$ cat src/rtl/ctrl_opcode_issuer_if.sv
// Request/opcode handshake bundle for ctrl_opcode_issuer.
// Define CTRL_ISSUER_PARITY_EN to widen op_code by one even-parity MSB.
interface ctrl_opcode_issuer_if #(
    parameter int REQ_W = 26,
    parameter int IDX_W = 5,
    parameter int TAG_W = 2
);
    localparam int OP_W = IDX_W + TAG_W;
`ifdef CTRL_ISSUER_PARITY_EN
    localparam int CODE_W = OP_W + 1;
`else
    localparam int CODE_W = OP_W;
`endif

    // Both channels: a beat transfers on a rising edge where valid & ready are high;
    // the sender holds valid and payload stable until that edge.
    logic              req_valid;
    logic              req_ready;
    logic [REQ_W-1:0]  req_ctrl;
    logic              op_valid;
    logic              op_ready;
    logic [CODE_W-1:0] op_code;

    modport master (
        output req_valid, req_ctrl, op_ready,
        input  req_ready, op_valid, op_code
    );

    modport slave (
        input  req_valid, req_ctrl, op_ready,
        output req_ready, op_valid, op_code
    );
endinterface

$ cat src/rtl/ctrl_opcode_issuer.sv
// Issues one {tag, index} opcode per set request bit, lowest index first.
// Define CTRL_ISSUER_PARITY_EN to append an even-parity MSB to op_code.
module ctrl_opcode_issuer #(
    parameter int REQ_W   = 26,
    parameter int IDX_W   = 5,
    parameter int TAG_W   = 2,
    parameter int RSV_BIT = 23
) (
    input  logic                clock,
    input  logic                reset,
    ctrl_opcode_issuer_if.slave bus,
    output logic                busy,
    output logic                err_empty,
    output logic                state_dbg
);
    localparam int OP_W = IDX_W + TAG_W;
`ifdef CTRL_ISSUER_PARITY_EN
    localparam int CODE_W = OP_W + 1;
`else
    localparam int CODE_W = OP_W;
`endif
    localparam logic [REQ_W-1:0] RSV_MASK = REQ_W'(1) << RSV_BIT;

    typedef enum logic {IDLE = 1'b0, ISSUE = 1'b1} state_t;

    state_t            state_q, state_d;
    logic [REQ_W-1:0]  pending_q, pending_d;
    logic [TAG_W-1:0]  tag_q, tag_d;
    logic [CODE_W-1:0] code_q, code_d;
    logic              err_q, err_d;
    logic [REQ_W-1:0]  masked;
    logic [IDX_W-1:0]  cur_idx, nxt_idx;
    logic [OP_W-1:0]   nxt_op;

    function automatic logic [IDX_W-1:0] lowest(input logic [REQ_W-1:0] v);
        lowest = '0;
        for (int i = REQ_W - 1; i >= 0; i--) begin
            if (v[i]) lowest = IDX_W'(i);
        end
    endfunction

    assign cur_idx = code_q[IDX_W-1:0];

    always_comb begin
        state_d   = state_q;
        pending_d = pending_q;
        tag_d     = tag_q;
        err_d     = 1'b0;
        masked    = bus.req_ctrl & ~RSV_MASK;
        case (state_q)
            IDLE: begin
                if (bus.req_valid) begin
                    pending_d = masked;
                    if (masked == '0) err_d   = 1'b1;
                    else              state_d = ISSUE;
                end
            end
            ISSUE: begin
                if (bus.op_ready) begin
                    pending_d = pending_q & ~(REQ_W'(1) << cur_idx);
                    tag_d     = tag_q + TAG_W'(1);
                    if (pending_d == '0) state_d = IDLE;
                end
            end
            default: state_d = IDLE;
        endcase
        // The next opcode is precomputed so op_code comes straight from a flop.
        nxt_idx = lowest(pending_d);
        nxt_op  = {tag_d, nxt_idx};
`ifdef CTRL_ISSUER_PARITY_EN
        code_d = {^nxt_op, nxt_op};
`else
        code_d = nxt_op;
`endif
    end

    always_ff @(posedge clock or posedge reset) begin
        if (reset) begin
            state_q   <= IDLE;
            pending_q <= '0;
            tag_q     <= '0;
            code_q    <= '0;
            err_q     <= 1'b0;
        end else begin
            state_q   <= state_d;
            pending_q <= pending_d;
            tag_q     <= tag_d;
            code_q    <= code_d;
            err_q     <= err_d;
        end
    end

    assign bus.req_ready = (state_q == IDLE);
    assign bus.op_valid  = (state_q == ISSUE);
    assign bus.op_code   = code_q;
    assign busy          = |pending_q;
    assign err_empty     = err_q;
    assign state_dbg     = state_q;
endmodule
$ cat src/flat_wrapper.sv
// flat-port wrapper written by rule: the top's interface ports become plain ports
module ctrl_opcode_issuer_flat 
#(
    parameter int REQ_W   = 26,
    parameter int IDX_W   = 5,
    parameter int TAG_W   = 2,
    parameter int RSV_BIT = 23
)
  (clock, reset, busy, err_empty, state_dbg, bus_req_valid, bus_req_ctrl, bus_op_ready, bus_req_ready, bus_op_valid, bus_op_code);
  ctrl_opcode_issuer_if #(.REQ_W(REQ_W), .IDX_W(IDX_W), .TAG_W(TAG_W)) bus_i ();
  input  logic clock;
  input  logic reset;
  output logic busy;
  output logic err_empty;
  output logic state_dbg;
  input wire logic [$bits(bus_i.req_valid)-1:0] bus_req_valid;
  input wire logic [$bits(bus_i.req_ctrl)-1:0] bus_req_ctrl;
  input wire logic [$bits(bus_i.op_ready)-1:0] bus_op_ready;
  output wire logic [$bits(bus_i.req_ready)-1:0] bus_req_ready;
  output wire logic [$bits(bus_i.op_valid)-1:0] bus_op_valid;
  output wire logic [$bits(bus_i.op_code)-1:0] bus_op_code;
  assign bus_i.req_valid = bus_req_valid;
  assign bus_i.req_ctrl = bus_req_ctrl;
  assign bus_i.op_ready = bus_op_ready;
  assign bus_req_ready = bus_i.req_ready;
  assign bus_op_valid = bus_i.op_valid;
  assign bus_op_code = bus_i.op_code;
  ctrl_opcode_issuer #(.REQ_W(REQ_W), .IDX_W(IDX_W), .TAG_W(TAG_W), .RSV_BIT(RSV_BIT)) u_core (.clock(clock), .reset(reset), .bus(bus_i), .busy(busy), .err_empty(err_empty), .state_dbg(state_dbg));
endmodule
$ cat config.mk
export PLATFORM = sky130hd
export DESIGN_NAME = ctrl_opcode_issuer_flat
export DESIGN_NICKNAME = d
export VERILOG_FILES = /design/src/rtl/ctrl_opcode_issuer_if.sv /design/src/rtl/ctrl_opcode_issuer.sv /design/src/flat_wrapper.sv
export SDC_FILE = /design/constraint.sdc
export NUM_CORES = 1
export LEC_CHECK = 0
export ABC_AREA = 0
export BUFFER_PORTS_ARGS = -buffer_cell sky130_fd_sc_hd__buf_2
export CAP_MARGIN = 30
export CORE_ASPECT_RATIO = 0.7
export CORE_MARGIN = 1
export CORE_UTILIZATION = 30
export DETAILED_ROUTE_END_ITERATION = 12
export GPL_ROUTABILITY_DRIVEN = 0
export PLACE_DENSITY = 0.48
export SYNTH_ARGS = -nofsm -noshare
export SYNTH_HDL_FRONTEND = slang
export SYNTH_SLANG_ARGS = --single-unit
export TNS_END_PERCENT = 5
$ cat constraint.sdc
create_clock -name clock -period 5.3 [get_ports clock]
set_clock_uncertainty 0.2 [all_clocks]
set_input_delay 1.06 -clock clock [delete_from_list [all_inputs] [get_ports clock]]
set_output_delay 1.06 -clock clock [all_outputs]
set_load 0.01 [all_outputs]
# Word-level counts from Yosys, hierarchy flattened

Cells that the tools add are included.

Flip-flop bits (word level): 37
Input bits: 30
Output and inout port bits: 12
Logic and storage cells: 52

Add/sub/neg operators: 1
Shifts and indexed selects: 1
Muxes and demuxes: 39
Bitwise gates (word level): 3
Reductions and logical operators: 3

Operators by type and width:

| kind                   | number |
|---|---|
| $mux W5                | 26 |
| $logic_not A26 Y1      | 2 |
| $mux W26               | 2 |
| $pmux W26 S2           | 1 |
| $and A26 B26 Y26       | 1 |
| $not A26 Y26           | 1 |
| $reduce_or A26 Y1      | 1 |
| $shl A1 B5 Y26 const A | 1 |
| $mux W1                | 7 |
| $mux W2                | 2 |
| $add A2 B1 Y2 const B  | 1 |
| $pmux W1 S2            | 1 |
| $not A1 Y1             | 1 |

# Logic depth before layout (Yosys ltp)

Gate-level depths: netlist of run 1.

Depth in word-level cells: 31
Mapped depth: 11
Gate-level depth less buffers: 8

# Least setup slack after synthesis of run 1

OpenSTA, ideal clock, no wires.

Path kind: in2reg
From: input port bus_req_valid
To: register u_core.code_q[2] (netlist: u_core.bus.op_code[2])
Library setup time: 0.082 ns
Data arrival time: 2.818 ns
Data required time: 5.018 ns
Path slack: 2.201 ns
Stages: 9
Path buffers: 2
Cells stage by stage: buf_6 > nor2b_4 > buf_6 > mux4_2 > or3_4 > a211oi_2 > nand2_1 > a21o_1 > a31oi_1

Longest elaborated chain between the ends: 27

Ends and longest elaborated chain:

| what                  | line                     | source |
|---|---|---|
| start, declared       | flat_wrapper.sv:16       | `input wire logic [$bits(bus_i.req_valid)-1:0] bus_req_valid;` |
| $mux W26 *            | ctrl_opcode_issuer.sv:52 | `if (bus.req_valid) begin` |
| $pmux W26 S2 *        | ctrl_opcode_issuer.sv:50 | `case (state_q)` |
| $mux W5 (24 in a row) | ctrl_opcode_issuer.sv:38 | `if (v[i]) lowest = IDX_W'(i);` |
| $mux W5 *             | ctrl_opcode_issuer.sv:38 |  |
| net u_core.nxt_idx[2] | ctrl_opcode_issuer.sv:32 | `logic [IDX_W-1:0] cur_idx, nxt_idx;` |
| end signal, assigned  | ctrl_opcode_issuer.sv:88 | `code_q <= code_d;` |
| end, declared         | ctrl_opcode_issuer.sv:29 | `logic [CODE_W-1:0] code_q, code_d;` |

Mark *: on every way through the listed nets, which the timed path passes. The rest lies on a longest branch.

# Worst setup path in the final report of run 1

From: input port bus_req_valid
To: register u_core.code_q[4] (netlist: u_core.bus.op_code[4])

Longest elaborated chain between the ends: 28

Ends and longest elaborated chain:

| what                  | line |
|---|---|
| $mux W26 *            | ctrl_opcode_issuer.sv:52 |
| $pmux W26 S2 *        | ctrl_opcode_issuer.sv:50 |
| $mux W5 (25 in a row) | ctrl_opcode_issuer.sv:38 |
| $mux W5 *             | ctrl_opcode_issuer.sv:38 |
| net u_core.nxt_idx[4] | ctrl_opcode_issuer.sv:32 |

Marks and branches as above.

==> run metrics, run 1 <==
vias in the first global route 2530; Net Count, Synth 336; final WL 9260 um; flops & latches, synth 35; CP required 5.25 ns; WL/cell 20.9 um; Starting Density 31.9%; startpoint types input port; DR vias/cell 5.90; largest net degree at the start of global routing 36; nets 371; worst-margin pin slew 0.830 ns; DPL Wire Length 6940 um; Mapped Cells 306; Crit Path Category input port to register; register clock-pin slew on the reported worst setup and hold paths 0.06 ns; Seq/Total Area, Yosys 33.9%; peak supply drop 0.000261 V; CTS Sinks 35; leakage power 1.28 nW; GRT Overall Usage 21.7%; clk_lat worst skew 0.28 ns; worst-path maximum fanout 15; Final Cycle Share 67.5%; setup TNS 0 ns; port bufs 40; RSZ-0062 raised after global routing no; Cell variety after synth 54; Die Area 9000 um^2; Cell Area, Synth 2580 um^2; power per cell area 578 nW/um^2; worst min-delay path class register to register; via count 2615; # rows 27; synth cell count leaders a21oi_1, dfrtp_1, nand2_1; Num CTS Buffers 5; crit path capture type register; status finished, final reports clean; Clock Tree Buf Depth 2; Post-CTS Setup Repair Bufs 0; antenna diode count 0; drt drc 0; Die Width 113 um; H-Tree Level Count 2; Power Total 1.74 mW; Synth top area share 33.9%; DIE HEIGHT 79.7 um; ranking of synthesized cells by area dfrtp_1, mux2i_1, a21oi_1, nand2_1, nor4_1; root buffer cell clkbuf_16; Worst EP arrival 3.53 ns; Synth warnings 0; area grow syn2layout 16.7%; CTS tree built; Synth area leader dfrtp_1; Max Slew Vio Count 0; hold_buf cts 0; layout cells sized above 1 18.4%; initial antenna violation count 0; cts repair resizes 0; first-pass GRT wire length 14500 um; Post-synth EDFFs 0; Core Box Area 8110 um^2; Min Hold Slack 0.276 ns; final setup fails 0; Async SR Flop Fraction 100%; FMAX 280 MHz; drt pass-1 iters 7; Rel. slew slack 44.2%; GR Overflow Total 0; Top FF cell, synth dfrtp_1; Tmin final 3.57 ns; final hold viol count 0; DRT antenna net count 0; Initial DRC Count 196; syn avg cell area 8.45 um^2; max-cap viol count 0; I/O pins 42
==> placed cells by master, fill, tap and decap left out, drive strengths merged, types with 2 or more instances in the layout <==
cell type,n
dfrtp,35
buf,43
and2b,2
a2111oi,5
nand2b,4
nor2,20
a211oi,4
xnor2,2
clkbuf,6
mux2i,25
nor2b,4
nor4,13
a21boi,3
nor3,14
a41o,2
o21ai,12
a21oi,35
a221oi,3
or4,2
o22ai,3
and3,4
nor3b,6
o211ai,4
and2,3
o21bai,2
inv,16
o32ai,2
a32o,2
a21o,4
nand2,30
a31oi,5
nand4,2
nand3,4
or3,3
a31o,3
==> worst max-delay path: stages <==
cell and delay, ns:
buf_2 0.18, nor2b_4 0.43, buf_4 0.37, mux2i_1 0.44, mux2i_1 0.13, o21ai_0 0.36, nand2_1 0.15, a2111oi_2 0.40
==> state kept, by name (all words and copies together), names as in the netlist <==
signal and count:
u_core.pending_q 26, u_core.bus.op_code 6, u_core.bus.op_valid 1, u_core.err_empty 1, u_core.tag_q 1
==> cell families after synthesis <==
family | after synthesis | synth area share (%)
AOI/OAI and AO/OA | 94 | 24.3
muxes | 27 | 11.0
DFF | 35 | 33.9
buffers and inverters | 31 | 5.91
and+or+nand+nor | 117 | 24.2
xor gates and xnor gates | 2 | 0.678
==> routing by layer <==
layer	vias up	wire length, um	global-route usage (%)
met5	-	0	0
met4	0	44	4.08
met3	7	867	6.15
met2	123	3620	30.0
met1	1261	4720	33.0
li1	1224	-	-
==> report_power, final <==
group	switching, mW	internal [mW]	total [mW]
Clock	0.115	0.234	0.349
Combinational	0.544	0.324	0.868
Sequential	0.159	0.366	0.525
Total	0.818	0.924	1.74
==> path summary, 6_finish.rpt <==
check | slack [ns] | end | startpoint | cells past startpoint
worst max-delay path | 1.73 | u_core.bus.op_code[4] | bus_req_valid | 8
worst min-delay path | 0.28 | u_core.bus.op_code[6] | u_core.bus.op_code[6] | 1
worst max register to register | 2.05 | u_core.bus.op_code[4] | u_core.bus.op_code[4] | 6
worst min register to register | 0.28 | u_core.bus.op_code[6] | u_core.bus.op_code[6] | 1
max in group asynchronous | 3.86 | u_core.pending_q[11] | reset | 3
min in group asynchronous | 0.69 | u_core.bus.op_code[6] | reset | 3
==> area by class of cell <==
cell class	instances	area [um^2]
repair buffers	43	223
multi-input cells	240	1560
flip-flops and latches	35	876
clock buffers	6	139
fillers	836	5090
well taps	101	126
clock inverters	2	35.0
inverters	16	60.1
==> metrics by stage <==
stage	area (um^2)	util [%]	worst slack (ns)	cells
floorplan	2580	-	2.20	306
global placement	2840	35.0	1.48	435
detailed placement	2840	35.0	1.48	435
CTS	3020	37.2	1.76	443
global route	3020	37.2	1.51	443
finish	3020	37.2	1.73	443
(Power assumes the default switching activity.)
==> run 2: changes to the inputs <==
Settings changed: PLACE_DENSITY 0.48 to 0.49.
Clock period 5.3 ns to 3.1 ns, I/O delays scaled along.
==> run 2 against run 1 <==
Clock power grew 40%. Die area stayed put. Clock-buffer cell count increased by 1. Worst setup slack worse by 1.3 ns. Global-route usage up 0.56 points. Core utilization is 1.8 points higher. Cell area is 4.8% higher. Non-clock buffer count is 24 higher. Sequential power is 65% higher. Via count is 6.8% higher. Critical endpoint is now u_core.bus.op_code[0]. Highest routed layer unchanged.
==> run metrics, run 2 (synthesis gave the netlist of run 1 again) <==
status finished, final reports clean (unchanged); worst-path cell chain nor2b_4 -> buf_4 -> nand2_1 -> nand2_1 -> a21boi_0 -> nor2b_1 -> a2111oi_0 -> o32ai_1 (was buf_2 -> nor2b_4 -> buf_4 -> mux2i_1 -> mux2i_1 -> o21ai_0 -> nand2_1 -> a2111oi_2); max FFs per register 26 (unchanged); RSZ-0062 raised after global routing no (unchanged); CTS tree built (unchanged); Max Slew Vio Count 0 (unchanged); register clock-pin slew on the reported worst setup and hold paths 0.06 ns (about the same); nets 395 (was 371); FMAX 367 MHz; crit path buf inv count 1 (was 2); R2R Path Start u_core.bus.op_valid (was u_core.bus.op_code[4]); power per cell area 954 nW/um^2 (was 578 nW/um^2); layout cells sized above 1 23.2% (was 18.4%); Reg with most FFs u_core.pending_q (unchanged); Crit Path Category register to register (was input port to register); post-route cell area 3160 um^2 (was 3020 um^2); most common cell after layout, fill and taps aside buf_2 (unchanged); DRT antenna net count 0 (unchanged); dpl ws 0.258 ns (was 1.48 ns); drt pass-1 iters 5 (was 7); GRT Overall Usage 22.3% (was 21.7%); DR vias/cell 5.98 (was 5.90); # rows 27 (unchanged); leakage power 1.38 nW (was 1.28 nW); Fillers 848 (was 836); Clock Tree Buf Depth 2 (unchanged); slowest stage delay, CP 0.65 ns (was 0.44 ns); Die Width 113 um (unchanged); hold_buf cts 0 (unchanged); DPL Wire Length 7350 um (was 6940 um); CP most frequent cell nand2_1 (was mux2i_1); Core Box Area 8110 um^2 (unchanged); largest net degree at the start of global routing 36 (unchanged); Critical Path Source u_core.bus.op_valid (was bus_req_valid); final setup fails 0 (unchanged); Starting Density 31.9% (unchanged); cts repair resizes 0 (unchanged); most frequent cells in the layout buf_2, a21oi_1, dfrtp_1 (unchanged); area of the multi-input gates 1560 um^2 (unchanged); Worst path slowest cell a2111oi_0 (was mux2i_1); Rel. slew slack 52.0% (was 44.2%); H-Tree Level Count 2 (unchanged); antenna diode count 0 (unchanged); DIE HEIGHT 79.7 um (unchanged); Initial DRC Count 319 (was 196); Num CTS Buffers 5 (unchanged); final WL 9520 um (was 9260 um); crit path capture type register (unchanged); startpoint types register (was input port); I/O pins 42 (unchanged); Worst EP arrival 2.67 ns (was 3.53 ns); worst-path maximum fanout 11 (was 15); WL/cell 20.4 um (was 20.9 um); final hold viol count 0 (unchanged); worst-margin pin slew 0.702 ns (was 0.830 ns); Final Cycle Share 87.9%; max-cap viol count 0 (unchanged); setup TNS 0 ns (unchanged); clk_lat worst skew 0.29 ns (was 0.28 ns); post-layout util 39.0% (was 37.2%); drt drc 0 (unchanged); initial antenna violation count 0 (unchanged); CTS Sinks 35 (unchanged); first-pass GRT wire length 14700 um (was 14500 um); Tmin final 2.72 ns; root buffer cell clkbuf_16 (unchanged); worst min-delay path class input port to async pin (was register to register); area grow syn2layout 22.2% (was 16.7%); CP required 3.04 ns (was 5.25 ns); vias in the first global route 2544 (was 2530); Largest delay share family, worst path compound AO/OA/AOI/OAI gates (unchanged); peak supply drop 0.000585 V (was 0.000261 V); GR Overflow Total 0 (unchanged); via count 2794 (was 2615); FF+latch area 876 um^2 (unchanged); dpl cell area 3020 um^2 (was 2840 um^2); Post-CTS Setup Repair Bufs 0 (unchanged); Setup WS post-layout 0.376 ns (was 1.73 ns); Die Area 9000 um^2 (unchanged); port bufs 40 (unchanged)
## run 2: changes by cell type in the layout (fill, tap and decap cells not counted)
cell	change
buf_4	+24
clkbuf_1	+2
bufinv_16	-1
clkbuf_8	-1
## run 2: layer usage
layer | part of all wire [%] | wire length, um | track usage, %
met2 | 39 | 3670 | 29.4
met5 | 0 | 0 | 0
met4 | 1.8 | 170 | 5.92
met1 | 48 | 4590 | 34.6
met3 | 11 | 1090 | 5.77
## run 2: stage by stage
| step | hold slack [ns] | instances | power, mW |
|---|---|---|---|
| detailed placement | 0.260 | 459 | 2.48 |
| global placement | 0.260 | 459 | 2.49 |
| finish | 0.245 | 467 | 3.01 |
| CTS | 0.267 | 467 | 2.99 |
| floorplan | 0.307 | 306 | 1.85 |
| global route | 0.295 | 467 | 3.22 |
## run 2: path summary, 6_finish.rpt
check | slack, ns | to | cells past startpoint
setup / recovery | 0.38 | u_core.bus.op_code[0] | 8
max in group asynchronous | 2.11 | u_core.pending_q[21] | 3
hold reg to reg | 0.27 | u_core.bus.op_code[6] | 1
hold / removal | 0.24 | u_core.bus.op_code[6] | 3
min in group clock | 0.27 | u_core.bus.op_code[6] | 1
setup reg to reg | 0.38 | u_core.bus.op_code[0] | 8
## run 2: power by group
group | switching, mW | internal (mW) | total, mW
Clock | 0.192 | 0.297 | 0.489
Sequential | 0.239 | 0.627 | 0.866
Combinational | 0.985 | 0.673 | 1.66
Total | 1.42 | 1.60 | 3.01
## run 2: final cells by class
class | count | area share (%)
repair buffers | 67 | 12.8
well taps | 101 | 4.00
inverters | 16 | 1.90
multi-input cells | 240 | 49.3
flip-flops and latches | 35 | 27.7
clock buffers | 7 | 4.20
clock inverters | 1 | 0.158
## run 2: tightest hold or removal path, stage by stage
cell and delay [ns]:
buf_2 0.09, inv_1 0.04, buf_4 0.42
==> run 3: changes to the inputs <==
==> constraint.sdc (replaced) <==
create_clock -name clock -period 3.1 [get_ports clock]
set_clock_uncertainty 0.2 [all_clocks]
set_input_delay 0.465 -clock clock [delete_from_list [all_inputs] [get_ports clock]]
set_output_delay 0.465 -clock clock [all_outputs]
set_load 0.01 [all_outputs]
==> run 3 against run 2 <==
Sequential cell count unchanged. Highest routed layer unchanged. Critical path depth unchanged. Worst hold slack got worse by 0.11 ns. Largest power group unchanged. Via count decreased by 1.1%. Largest cell class unchanged. Cell area increased by 0.28%.
==> run metrics, run 3 (synthesis gave the netlist of run 1 again) <==
status finished, final reports clean (unchanged); FMAX 363 MHz (was 367 MHz); register clock-pin slew on the reported worst setup and hold paths 0.06 ns (about the same); final WL 9510 um (was 9520 um); max-cap viol count 0 (unchanged); final setup fails 0 (unchanged); Reg with most FFs u_core.pending_q (unchanged); worst-path maximum fanout 12 (was 11); initial antenna violation count 0 (unchanged); Die Area 9000 um^2 (unchanged); Clk pwr share 17.7% (was 16.2%); Int Pwr 1.61 mW (was 1.60 mW); R2R Path Start u_core.bus.op_valid (unchanged); CTS Sinks 35 (unchanged); # rows 27 (unchanged); Max Slew Vio Count 0 (unchanged); peak supply drop 0.000576 V (was 0.000585 V); Finished Layout Cells 464 (was 467); Fillers 851 (was 848); H-Tree Level Count 2 (unchanged); post-layout util 39.1% (was 39.0%); Core Box Area 8110 um^2 (unchanged); area grow syn2layout 22.6% (was 22.2%); power per cell area 957 nW/um^2 (was 954 nW/um^2); RSZ-0062 raised after global routing no (unchanged); Comb power frac 53.3% (was 55.0%); antenna diode count 0 (unchanged); sw power 1.42 mW (about the same); final hold viol count 0 (unchanged); Num CTS Buffers 5 (unchanged); worst min-delay path class input port to async pin (unchanged); drt drc 0 (unchanged); Initial DRC Count 273 (was 319); max FFs per register 26 (unchanged); Worst EP arrival 2.68 ns (was 2.67 ns); worst-margin pin slew 0.822 ns (was 0.702 ns); port bufs 40 (unchanged); setup TNS 0 ns (unchanged); Worst path slowest cell a2111oi_0 (unchanged); I/O pins 42 (unchanged); switching share of power 46.8% (was 47.0%); Clock Tree Buf Depth 2 (unchanged); Post-CTS Setup Repair Bufs 0 (unchanged); crit path capture type register (unchanged); CTS tree built (unchanged); DPL Wire Length 7550 um (was 7350 um); WL/cell 20.5 um (was 20.4 um); startpoint types register (unchanged); GRT Overall Usage 22.4% (was 22.3%); layout cells sized above 1 22.9% (was 23.2%); via count 2763 (was 2794); drt pass-1 iters 5 (unchanged); Die Width 113 um (unchanged); Rel. slew slack 45.1% (was 52.0%); DR vias/cell 5.95 (was 5.98); CP most frequent cell nand2_1 (unchanged); DIE HEIGHT 79.7 um (unchanged); Tmin final 2.75 ns (was 2.72 ns); hold_buf cts 0 (unchanged); cts repair resizes 0 (unchanged); DP Cell Count 456 (was 459); DRT antenna net count 0 (unchanged); worst-path cell chain buf_4 -> nand2b_1 -> nand2_1 -> nand2_1 -> a21boi_0 -> nor2b_1 -> a2111oi_0 -> o32ai_1 (was nor2b_4 -> buf_4 -> nand2_1 -> nand2_1 -> a21boi_0 -> nor2b_1 -> a2111oi_0 -> o32ai_1); nets 392 (was 395); leakage power 1.38 nW (about the same); vias in the first global route 2616 (was 2544); Final Cycle Share 88.8% (was 87.9%); GR Overflow Total 0 (unchanged); sequential power share 29.1% (was 28.7%); Critical Path Source u_core.bus.op_valid (unchanged); Min Hold Slack 0.139 ns (was 0.245 ns); most common cell after layout, fill and taps aside buf_2 (unchanged); slowest stage delay, CP 0.61 ns (was 0.65 ns); first-pass GRT wire length 14900 um (was 14700 um); root buffer cell clkbuf_16 (unchanged); clk_lat worst skew 0.28 ns (was 0.29 ns); Crit Path Category register to register (unchanged); Starting Density 31.9% (unchanged); CP required 3.03 ns (was 3.04 ns); largest net degree at the start of global routing 20 (was 36); most frequent cells in the layout buf_2, a21oi_1, dfrtp_1 (unchanged)
[run 3: cell types whose count changed in the layout (fill, tap and decap cells not counted)]
cell and change:
buf_4 -4, buf_12 +1, clkbuf_1 -1, clkbuf_8 +2
clkinv_2 -1
[run 3: layer usage]
layer | global-route usage [%] | vias to the layer above | wire [um]
li1 | - | 1267 | -
met1 | 35.3 | 1311 | 4640
met2 | 29.8 | 167 | 3560
met3 | 4.86 | 18 | 1160
met4 | 6.05 | 0 | 146
met5 | 0 | - | 0
[run 3: layout make-up]
class                           instances  area, um^2  share of cell area (%)
Timing Repair Buffer                   64         393                    12.4
Tap cell                              101         126                    3.99
Clock buffer                            8         156                    4.94
Multi-Input combinational cell        240        1560                    49.1
Sequential cell                        35         876                    27.6
Inverter                               16        60.1                    1.90
[run 3: power groups by stage]
stage               clock network (mW)  logic (mW)  registers [mW]
CTS                              0.545        1.58           0.870
global placement                     0        1.58           0.884
finish                           0.536        1.62           0.882
global route                     0.577        1.77           0.900
detailed placement                   0        1.57           0.880
floorplan                            0        1.07           0.783
[run 3: worst max-delay path: cells and delay by family (launching register included)]
kind | cells | cell delay (ns)
AO/OA/AOI/OAI | 3 | 1.06
AND/OR/NAND/NOR | 4 | 0.63
flip-flops | 1 | 0.48
buffers and inverters | 1 | 0.23
[run 3: path summary, 6_finish.rpt]
check	to	slack, ns	depth (start not counted)
worst min-delay path	u_core.bus.op_code[6]	0.14	2
min in group clock	u_core.bus.op_code[6]	0.27	1
worst max register to register	u_core.bus.op_code[0]	0.35	8
worst max-delay path	u_core.bus.op_code[0]	0.35	8
max in group asynchronous	u_core.bus.op_code[0]	1.91	3
worst min register to register	u_core.bus.op_code[6]	0.27	1
[run 3: per-stage QoR]
| step | power (mW) | area [um^2] | worst slack, ns |
|---|---|---|---|
| after global routing | 3.25 | 3170 | 0.0968 |
| after global placement | 2.46 | 3010 | 0.288 |
| after detailed placement | 2.45 | 3010 | 0.292 |
| after floorplan | 1.85 | 2580 | 0.596 |
| final | 3.03 | 3170 | 0.346 |
| after CTS | 3.00 | 3170 | 0.360 |
